===== config.mk =====
export PLATFORM = sky130hd
export DESIGN_NAME = des_f_func
export DESIGN_NICKNAME = d
export VERILOG_FILES = /design/src/rtl/des_f_func.sv
export SDC_FILE = /design/constraint.sdc
export NUM_CORES = 1
export LEC_CHECK = 0
export BUFFER_PORTS_ARGS = -buffer_cell sky130_fd_sc_hd__buf_2
export CORE_ASPECT_RATIO = 1.4
export CORE_MARGIN = 1.5
export CORE_UTILIZATION = 30
export CTS_CLUSTER_DIAMETER = 30
export CTS_CLUSTER_SIZE = 20
export DETAILED_ROUTE_END_ITERATION = 10
export HOLD_SLACK_MARGIN = 0.1
export SYNTH_ARGS = -nofsm -noshare
export SYNTH_HDL_FRONTEND = slang
export SYNTH_SLANG_ARGS = --single-unit

===== constraint.sdc =====
create_clock -name clk -period 2.1 [get_ports clk]
set_clock_uncertainty 0.2 [all_clocks]
set_input_delay 0.105 -clock clk [delete_from_list [all_inputs] [get_ports clk]]
set_output_delay 0.105 -clock clk [all_outputs]
set_load 0.005 [all_outputs]

===== src/rtl/des_f_func.sv =====
// des_f_func -- one DES round function f(R,K) driving external S-box ROMs.
//
// The expansion E, the key XOR and the S-box address split are pure
// wiring. The row/column addresses are registered when a request is
// accepted. The S-box ROM outputs are captured ROM_LATENCY+1 edges later,
// then permuted by P and held until the consumer takes the result.
//
// Ports
//   clk, rst      rising-edge clock, synchronous active-high reset
//   in_valid      r_in/subkey valid
//   in_ready      block idle and able to accept
//   r_in[31:0]    right half R (DES bit 1 = MSB)
//   subkey[47:0]  round key K (DES bit 1 = MSB)
//   sb_row[15:0]  S-box row addresses, S1 in [15:14] .. S8 in [1:0]
//   sb_col[31:0]  S-box column addresses, S1 in [31:28] .. S8 in [3:0]
//   sb_dout[31:0] S-box ROM outputs, S1 in [31:28] .. S8 in [3:0]
//   out_valid     f_out valid, held until out_ready
//   out_ready     consumer accepts f_out
//   f_out[31:0]   f(R,K) (DES bit 1 = MSB)

// Address split for one S-box: 6-bit group b1..b6 (b1 = MSB).
module des_f_sbox_addr (
  input  logic [5:0] grp,
  output logic [1:0] row,
  output logic [3:0] col
);
  assign row = {grp[5], grp[0]};
  assign col = grp[4:1];
endmodule

module des_f_func #(
  parameter int ROM_LATENCY = 1   // edges from address register to valid sb_dout, 1..4
) (
  input  logic        clk,
  input  logic        rst,
  input  logic        in_valid,
  output logic        in_ready,
  input  logic [31:0] r_in,
  input  logic [47:0] subkey,
  output logic [15:0] sb_row,
  output logic [31:0] sb_col,
  input  logic [31:0] sb_dout,
  output logic        out_valid,
  input  logic        out_ready,
  output logic [31:0] f_out
);
  localparam int NUM_LANES = 8;
  // The counter has to reach ROM_LATENCY, so a latency of 4 needs a third bit.
  localparam int CNT_W = (ROM_LATENCY > 3) ? 3 : 2;

  // DES tables, 1-based bit numbers with bit 1 = MSB.
  localparam int E_TAB [48] = '{
    32,  1,  2,  3,  4,  5,  4,  5,  6,  7,  8,  9,
     8,  9, 10, 11, 12, 13, 12, 13, 14, 15, 16, 17,
    16, 17, 18, 19, 20, 21, 20, 21, 22, 23, 24, 25,
    24, 25, 26, 27, 28, 29, 28, 29, 30, 31, 32,  1};
  localparam int P_TAB [32] = '{
    16,  7, 20, 21, 29, 12, 28, 17,  1, 15, 23, 26,  5, 18, 31, 10,
     2,  8, 24, 14, 32, 27,  3,  9, 19, 13, 30,  6, 22, 11,  4, 25};

  typedef enum logic [1:0] {IDLE, LOOKUP, HOLD} state_t;

  state_t            state_q, state_d;
  logic [CNT_W-1:0]  cnt_q, cnt_d;
  logic [15:0]       sb_row_q, sb_row_d;
  logic [31:0]       sb_col_q, sb_col_d;
  logic [31:0]       f_out_q, f_out_d;
  logic              out_valid_q, out_valid_d;

  logic [47:0]       e_r, x;
  logic [31:0]       p_out;
  // Lane g serves S-box 8-g, so the packed arrays line up with sb_row/sb_col.
  logic [NUM_LANES-1:0][5:0] grp;
  logic [NUM_LANES-1:0][1:0] row_l;
  logic [NUM_LANES-1:0][3:0] col_l;

  for (genvar j = 0; j < 48; j++) begin : g_e
    assign e_r[47-j] = r_in[32-E_TAB[j]];
  end

  assign x = e_r ^ subkey;

  for (genvar g = 0; g < NUM_LANES; g++) begin : g_lane
    assign grp[g] = x[6*g +: 6];
    des_f_sbox_addr u_addr (
      .grp (grp[g]),
      .row (row_l[g]),
      .col (col_l[g])
    );
  end

  for (genvar j = 0; j < 32; j++) begin : g_p
    assign p_out[31-j] = sb_dout[32-P_TAB[j]];
  end

  always_comb begin
    state_d     = state_q;
    cnt_d       = cnt_q;
    sb_row_d    = sb_row_q;
    sb_col_d    = sb_col_q;
    f_out_d     = f_out_q;
    out_valid_d = out_valid_q;
    case (state_q)
      IDLE: begin
        if (in_valid) begin
          sb_row_d = row_l;
          sb_col_d = col_l;
          cnt_d    = '0;
          state_d  = LOOKUP;
        end
      end
      LOOKUP: begin
        // cnt equals ROM_LATENCY on the edge after sb_dout became valid
        if (cnt_q == CNT_W'(ROM_LATENCY)) begin
          f_out_d     = p_out;
          out_valid_d = 1'b1;
          state_d     = HOLD;
        end else begin
          cnt_d = cnt_q + CNT_W'(1);
        end
      end
      HOLD: begin
        if (out_ready) begin
          out_valid_d = 1'b0;
          state_d     = IDLE;
        end
      end
      default: state_d = IDLE;
    endcase
  end

  always_ff @(posedge clk) begin
    if (rst) begin
      state_q     <= IDLE;
      cnt_q       <= '0;
      sb_row_q    <= '0;
      sb_col_q    <= '0;
      f_out_q     <= '0;
      out_valid_q <= 1'b0;
    end else begin
      state_q     <= state_d;
      cnt_q       <= cnt_d;
      sb_row_q    <= sb_row_d;
      sb_col_q    <= sb_col_d;
      f_out_q     <= f_out_d;
      out_valid_q <= out_valid_d;
    end
  end

  assign in_ready  = (state_q == IDLE);
  assign sb_row    = sb_row_q;
  assign sb_col    = sb_col_q;
  assign f_out     = f_out_q;
  assign out_valid = out_valid_q;

endmodule


# Yosys cells after proc, flatten, opt, wreduce, memory -nomap -nowiden
# Index checks and enable logic that the tools add are counted.
# op_classes
reduce_logical	8
add_sub_neg	1
n_mux	10
eq_ne	7
bitwise_logic	1
# op_table
operator	count
$xor A48 B48 Y48	1
$mux W2	5
$reduce_and A3 Y1	3
$ne A2 B2 Y1 const B	4
$pmux W2 S3	1
$eq A2 B1 Y1 const B	2
$pmux W2 S2	1
$reduce_and A2 Y1	2
$reduce_bool A2 Y1	2
$add A2 B1 Y2 const B	1
$eq A2 B2 Y1 const B	1
$logic_not A2 Y1	1
$mux W1	2
$pmux W1 S2	1
# word_totals
reg_bits	85
word_cells	33
output_inout_bits	82
inputBits	116

# Logic depth before layout (Yosys ltp)
# Gate-level depths: netlist of run 1.
# depth
word_depth	3
depth_mapped	7
depth_no_buf	5

# Modules after synthesis
# From an unflattened synthesis of run 1, not the netlist that was laid out.
# unflattened
hier_cells	475
hier_area_um2	3848.7
# by_module_without_submodules
module	seq_area_each_um2	cells_per_inst	n_inst	area_each_um2
des_f_func	1701.6	427	1	3488.3
des_f_sbox_addr	0.0	6	8	45.0

# Worst setup path before layout of run 1
# OpenSTA, ideal clock, no wires.
# synth_timing
kind	register -> register
from	register cnt_q[1]
to	register cnt_q[0]
required_ps	1831
arrival_time_ps	1268
slack_ps	563
period_less_slack_ps	1537
n_path_buf	0
setup_ps	69
stages_incl_launch_ff	6
path_cell_list	dfxtp_1 inv_1 ha_1 or3b_4 or2_1 a21oi_2
# synth_between
elab_chain_len	3
# synth_rtl
element	line_no	rtl
start, declared	64	logic [CNT_W-1:0] cnt_q, cnt_d;
start signal, assigned	142	cnt_q <= cnt_d;
$eq A2 B1 Y1	114	if (cnt_q == CNT_W'(ROM_LATENCY)) begin
$ne A2 B2 Y1 (no line)	--	
$reduce_and A3 Y1 (no line)	--	
# No other way between the ends.
# A chain may end at the register's enable or synchronous reset.

# Worst setup path after layout of run 1
# layout_timing
from	input subkey[34]
to	register sb_col_q[23] (netlist: sb_col[23])
# layout_between
elab_chain_len	1
# layout_rtl
element	line_no	rtl
start, declared	39	input logic [47:0] subkey,
$xor A48 B48 Y48	81	assign x = e_r ^ subkey;
end signal, assigned	144	sb_col_q <= sb_col_d;
end, declared	66	logic [31:0] sb_col_q, sb_col_d;
# No other way between the ends.

==> results of run 1 <==
[power groups by stage]
stage	logic [mW]	registers, mW	clock network (mW)
global placement	0.701	1.82	0
floorplan	0.411	1.83	0
CTS	0.967	1.79	1.66
global route	1.07	1.81	1.74
detailed placement	0.715	1.82	0
finish	0.987	1.79	1.61
[cell usage after synthesis]
library cell  number  area [µm²]
ha_1               2        25.0
and3b_1            1        8.76
nor3_1             1        5.00
dfxtp_1           85        1700
a211oi_1           6        45.0
xnor2_1           48         420
a2bb2oi_1          1        8.76
buf_6              4        45.0
buf_2             10        50.1
mux2i_1            1        10.0
a21oi_1           35         175
or2_1              1        6.26
nor2_1            52         195
nand2_1           64         240
nor3b_2            1        12.5
or3b_4             1        11.3
buf_1              1        3.75
buf_4              6        45.0
or2_0              1        6.26
a21oi_2            1        8.76
clkbuf_1           7        26.3
inv_1              2        7.51
nand2b_1           1        6.26
nand3b_1           3        22.5
a211oi_2          42         526
[stage by stage]
step	cells	util [%]	cell area, µm²	setup WS (ps)
3_3_place_gp	699	40.0	4700	485
3_5_place_dp	699	40.0	4700	414
6_report	845	53.7	6310	392
2_1_floorplan	377	-	3610	563
5_1_grt	845	53.7	6310	288
4_1_cts	845	53.7	6310	400
[sequential cells by signal, summed over array words and instances, names as in the netlist]
signal / flops
state_q: 2
sb_row: 16
cnt_q: 2
f_out: 32
out_valid: 1
sb_col: 32
[critical path: stages]
cell and delay (ps):
dlygate4sd3_1 550, buf_2 140, xnor2_1 120, dlygate4sd3_1 580, a211oi_1 260
[worst max-delay path by stage]
stage                            startpoint                       to  slack, ps  cells after the start
floorplan             cnt_q[1]$_SDFFE_PP0P_    cnt_q[0]$_SDFFE_PP0P_        560                      5
global placement    state_q[0]$_SDFFE_PP0P_   sb_col[2]$_SDFFE_PP0P_        480                      4
detailed placement  state_q[1]$_SDFFE_PP0P_   sb_col[7]$_SDFFE_PP0P_        410                      4
CTS                 state_q[1]$_SDFFE_PP0P_   sb_col[8]$_SDFFE_PP0P_        400                      4
global route        state_q[0]$_SDFFE_PP0P_  sb_col[11]$_SDFFE_PP0P_        290                      4
finish                           subkey[34]  sb_col[23]$_SDFFE_PP0P_        390                      5
[final cells by class]
class | instances | area [µm²]
clock buffer | 11 | 253
fill | 1038 | 5450
timing repair buffer | 334 | 2380
multi-input combinational | 262 | 1740
clock inverter | 4 | 47.5
tap | 147 | 184
inverter | 2 | 7.51
sequential | 85 | 1700
[repair_timing]
item                                    in CTS  in global routing
endpoints found under the setup margin       0                  0
hold buffers                               131                  0
gates resized for setup                      0                  0
endpoints found under the hold margin       83                  0
[routing by layer]
metal / global-route usage, % / up-vias / wire (µm)
li1: - / 1892 / -
met1: 19.3 / 1766 / 4470
met2: 34.0 / 183 / 6000
met3: 5.00 / 32 / 863
met4: 9.56 / 0 / 419
met5: 0 / - / 0
[cells by family after synthesis]
group | Yosys count
flops | 85
xor+xnor | 48
simple gates | 126
mux | 1
buf+inv | 30
fa+ha+maj | 2
compound gates | 85
==> flow_summary_export.csv, run 1 <==
group,metric,value,unit
route,first_pass_iters,4,
sta,setup_viol,0,
clock_network,cts_buffers,9,
worst_setup_path,critPathLaunchType,"input pin",
synthesis,avgSynthCellArea,9.58,µm²
status,status,"complete, no violations",
synthesis,synthXorXnorAreaFrac,11.6,%
die,dieArea,12700,µm²
pwr,total_power,4.39,mW
pwr,p_int,3.27,mW
clock_network,cts_sinks,85,
worst_setup_path,reg2reg_slack,420,ps
sta,worst_pin_slew,421,ps
final_layout,drive_gt1_share,37.7,%
pwr,seqPwrFrac,40.9,%
worst_setup_path,r2r-end,"sb_col[2]$_SDFFE_PP0P_",
route,num_vias,3873,
hold_path,hold_depth,2,
pwr,power_switching,1.12,mW
global_routing,grt_max_degree,65,
route,wl_per_cell,13.9,µm
global_routing,grt_pass1_vias,4012,
synthesis,synth.mux.area_fraction,0.277,%
sta,rsz0062_at_grt,"false",
die,die_h,133,µm
global_routing,antenna_found_initial,0,
global_routing,grt_overflow_total,0,
pwr,p_leak,2.72,nW
pwr,power_density,695,nW/µm²
worst_setup_path,critical_path_class,"input pin to register",
clock_network,clk_path_buf_depth,2,
pwr,clockPowerShare,36.6,%
sta,whs,251,ps
synthesis,synthAdderAreaFrac,0.693,%
worst_setup_path,worstPathMaxFanout,1,
route,routed_via_density,4.58,
worst_setup_path,required,2140,ps
sta,post-route-period-util,81.3,%
worst_setup_path,crit_arrival,1750,ps
die,pin_count,198,
route,drtAntennaViolNets,0,
synthesis,synth_seq_area_share,47.1,%
placed_design,place.gp.congestion,0.716,
hold_path,whs_endpoint,"f_out[5]$_SDFFE_PP0P_",
clock_network,root_buffer,"clkbuf_16",
synthesis,synth-seq-cells,85,
route,drt_iter0_drc,105,
route,drc_errors,0,
synthesis,synth_top_family_by_area,"compound AO/OA/AOI/OAI gates",
sta,hold_violations,0,
sta,max_freq,0.586,GHz
final_layout,nets,812,
die,die_width,95.7,µm
placed_design,portBuffers,197,
clock_network,cts_tree,"yes",
hold_path,min_path_type,"register to register",
clock_network,clk_latency,330,ps
pwr,switching_share,25.5,%
synthesis,synthDistinctLibCells,25,
run,maxCapViolations,0,
worst_setup_path,r2r_cells,4,
final_layout,layout_commonest_cell,"buf_2",
sta,maxSlewViolCount,0,
pwr,ir_worst_vdd,0.365,mV
die,initial_core_util,30.7,%
synthesis,synth_simple_gate_area_share,14.2,%
final_layout,final_cell_mix,"196 x buf_2, 131 x dlygate4sd3_1, 85 x dfxtp_1",
final_layout,diodes,0,
synthesis,ys_warn_count,0,
synthesis,synth_compound_area_share,21.1,%
worst_setup_path,timing.rr.start,"state_q[1]$_SDFFE_PP0P_",
die,core-area,11800,µm²
clock_network,clk_pin_slew_worst_paths,60,ps
clock_network,htree_levels,3,
final_layout,syn_to_final_growth,74.8,%
route,totalWireLength,11800,µm
pwr,pwr-share-comb,22.5,%
clock_network,cts_setup_buffers,0,
placed_design,dp_hpwl,6870,µm
synthesis,synth.cell_area,3610,µm²
sta,tns,0,ps
global_routing,grt_pass1_wl,18500,µm
worst_setup_path,endpoint_kind,"register",
sta,min_period,1710,ps
die,rows,47,
synthesis,netlist_instances,377,
synthesis,syn_nets,495,
hold_path,min_from,"f_out[5]$_SDFFE_PP0P_",
global_routing,grtUsageTotal,18.8,%
sta,max_slew_margin,71.9,%
No activity file was read; power rests on OpenSTA's default activity.
==> run 2, diff against run 1 <==
Clock period 2.1 ns to 1.4 ns, I/O delays scaled along.
==> run 2 against run 1 <==
  * Critical path type is now register to register
  * Clock power increased by 59%
  * Global-route usage up 0.87 points
  * Die area did not move
  * Wire length grew 21%
  * The run now ends with negative hold slack, negative setup slack left
  * Power is 63% higher
  * Sequential share of layout area down 3.8 points
  * Register-to-register slack worse by 570 ps
==> flow_summary_export.csv, run 2 (synthesized netlist as in run 1, its figures left out) <==
group,metric,value,unit
final_layout,nets,850,
worst_setup_path,critPathLaunchType,"register",
final_layout,final_cell_mix,"196 x buf_2, 116 x dlygate4sd3_1, 81 x dfxtp_1",
worst_setup_path,endpoint_kind,"register",
pwr,power_density,971,nW/µm²
worst_setup_path,worstPathMaxFanout,4,
clock_network,htree_levels,3,
final_layout,syn_to_final_growth,104,%
sta,min_period,1550,ps
sta,hold_violations,8,
clock_network,cts_tree,"yes",
pwr,ir_worst_vdd,0.673,mV
die,die_width,95.7,µm
global_routing,grt_pass1_wl,19100,µm
die,die_h,133,µm
final_layout,diodes,0,
sta,worst_slack,-146,ps
global_routing,grtUsageTotal,19.7,%
worst_setup_path,crit_path_cell_trace,"inv_2 -> ha_4 -> or3b_4 -> or2_0 -> a21oi_1",
sta,rsz0062_at_grt,"true",
pwr,total_power,7.16,mW
die,core-area,11800,µm²
route,wl_met3,1030,µm
placed_design,place.gp.congestion,0.762,
route,drt-met1-wl,5400,µm
route,totalWireLength,14200,µm
final_layout,drive_gt1_share,56.0,%
route,first_pass_iters,4,
die,initial_core_util,30.7,%
placed_design,portBuffers,197,
sta,max_slew_margin,71.8,%
route,routed_via_density,4.64,
worst_setup_path,required,1460,ps
status,failed_checks,"negative hold slack, negative setup slack",
worst_setup_path,reg2reg_slack,-150,ps
sta,post-route-period-util,110,%
sta,maxSlewViolCount,0,
route,drt_iter0_drc,61,
die,pin_count,198,
final_layout,fin_util,62.7,%
clock_network,cts_hold_buf,116,
worst_setup_path,crit_family,"simple AND/OR/NAND/NOR gates",
worst_setup_path,slowest_delay,380,ps
sta,setup_viol,82,
sta,whs,-40.4,ps
clock_network,cts_sinks,85,
final_layout,layout_commonest_cell,"buf_2",
die,rows,47,
global_routing,grt_overflow_total,0,
clock_network,clk_path_buf_depth,2,
pwr,p_leak,3.12,nW
run,maxCapViolations,0,
worst_setup_path,critical_path_class,"register to register",
sta,max_freq,0.647,GHz
clock_network,clk_latency,330,ps
placed_design,dp_hpwl,7180,µm
placed_design,pre_cts_ws,-168,ps
status,status,"finished, violations left",
worst_setup_path,cpMaxStageDelayCell,"or3b_4",
worst_setup_path,crit_arrival,1600,ps
global_routing,grt_max_degree,32,
clock_network,root_buffer,"clkbuf_16",
clock_network,cts_buffers,9,
die,dieArea,12700,µm²
hold_path,min_path_type,"input pin to register",
route,drtAntennaViolNets,0,
route,top_layer_used,"met4",
route,route.met2.wl,7170,µm
clock_network,clk_pin_slew_worst_paths,60,ps
worst_setup_path,critPathBufInv,1,
route,drc_errors,0,
sta,worst_pin_slew,422,ps
route,wl_per_cell,16.1,µm
global_routing,antenna_found_initial,0,
route,num_vias,4103,
global_routing,grt_pass1_vias,4126,
-- run 2: metal layers --
metal	vias to the layer above	GRT usage, %
met5	-	0
met3	48	5.69
li1	1968	-
met2	187	34.6
met1	1900	19.8
met4	0	12.2
-- run 2: worst paths after layout --
path	start	endpoint	cells past startpoint
max	cnt_q[1]$_SDFFE_PP0P_	cnt_q[1]$_SDFFE_PP0P_	5
max reg2reg	cnt_q[1]$_SDFFE_PP0P_	cnt_q[1]$_SDFFE_PP0P_	5
min reg2reg	f_out[27]$_SDFFE_PP0P_	f_out[27]$_SDFFE_PP0P_	2
min	rst	state_q[1]$_SDFFE_PP0P_	2
-- run 2: area by class of cell --
cell class                      instances  area (µm²)
Timing Repair Buffer                  372        3000
Multi-Input combinational cell        262        2150
Sequential cell                        85        1710
Inverter                                2        7.51
Tap cell                              147         184
Clock buffer                           10         239
Fill cell                             880        4380
Clock inverter                          6        86.3
-- run 2: stage by stage --
| stage | setup TNS [ps] | std cells | cell area, µm² | hold WS [ps] |
|---|---|---|---|---|
| 2_1_floorplan | -167 | 377 | 3640 | 5.97 |
| 4_1_cts | -8010 | 857 | 6600 | -83.4 |
| 3_5_place_dp | -4890 | 717 | 4910 | 119 |
| 6_report | -7280 | 884 | 7380 | -40.4 |
| 3_3_place_gp | -2360 | 717 | 4910 | 111 |
| 5_1_grt | -13020 | 884 | 7380 | -38.6 |
-- run 2: repair_timing --
action	4_1_cts	5_1_grt
setup buffers	5	22
pin swaps	19	85
hold endpoints to repair	85	20
gates cloned	3	6
endpoints found under the setup margin	84	85
resized for setup	30	129
-- run 2: report_power, final --
part	switching [mW]	internal (mW)
Combinational	0.797	1.08
Clock	0.951	1.61
Sequential	0.130	2.59
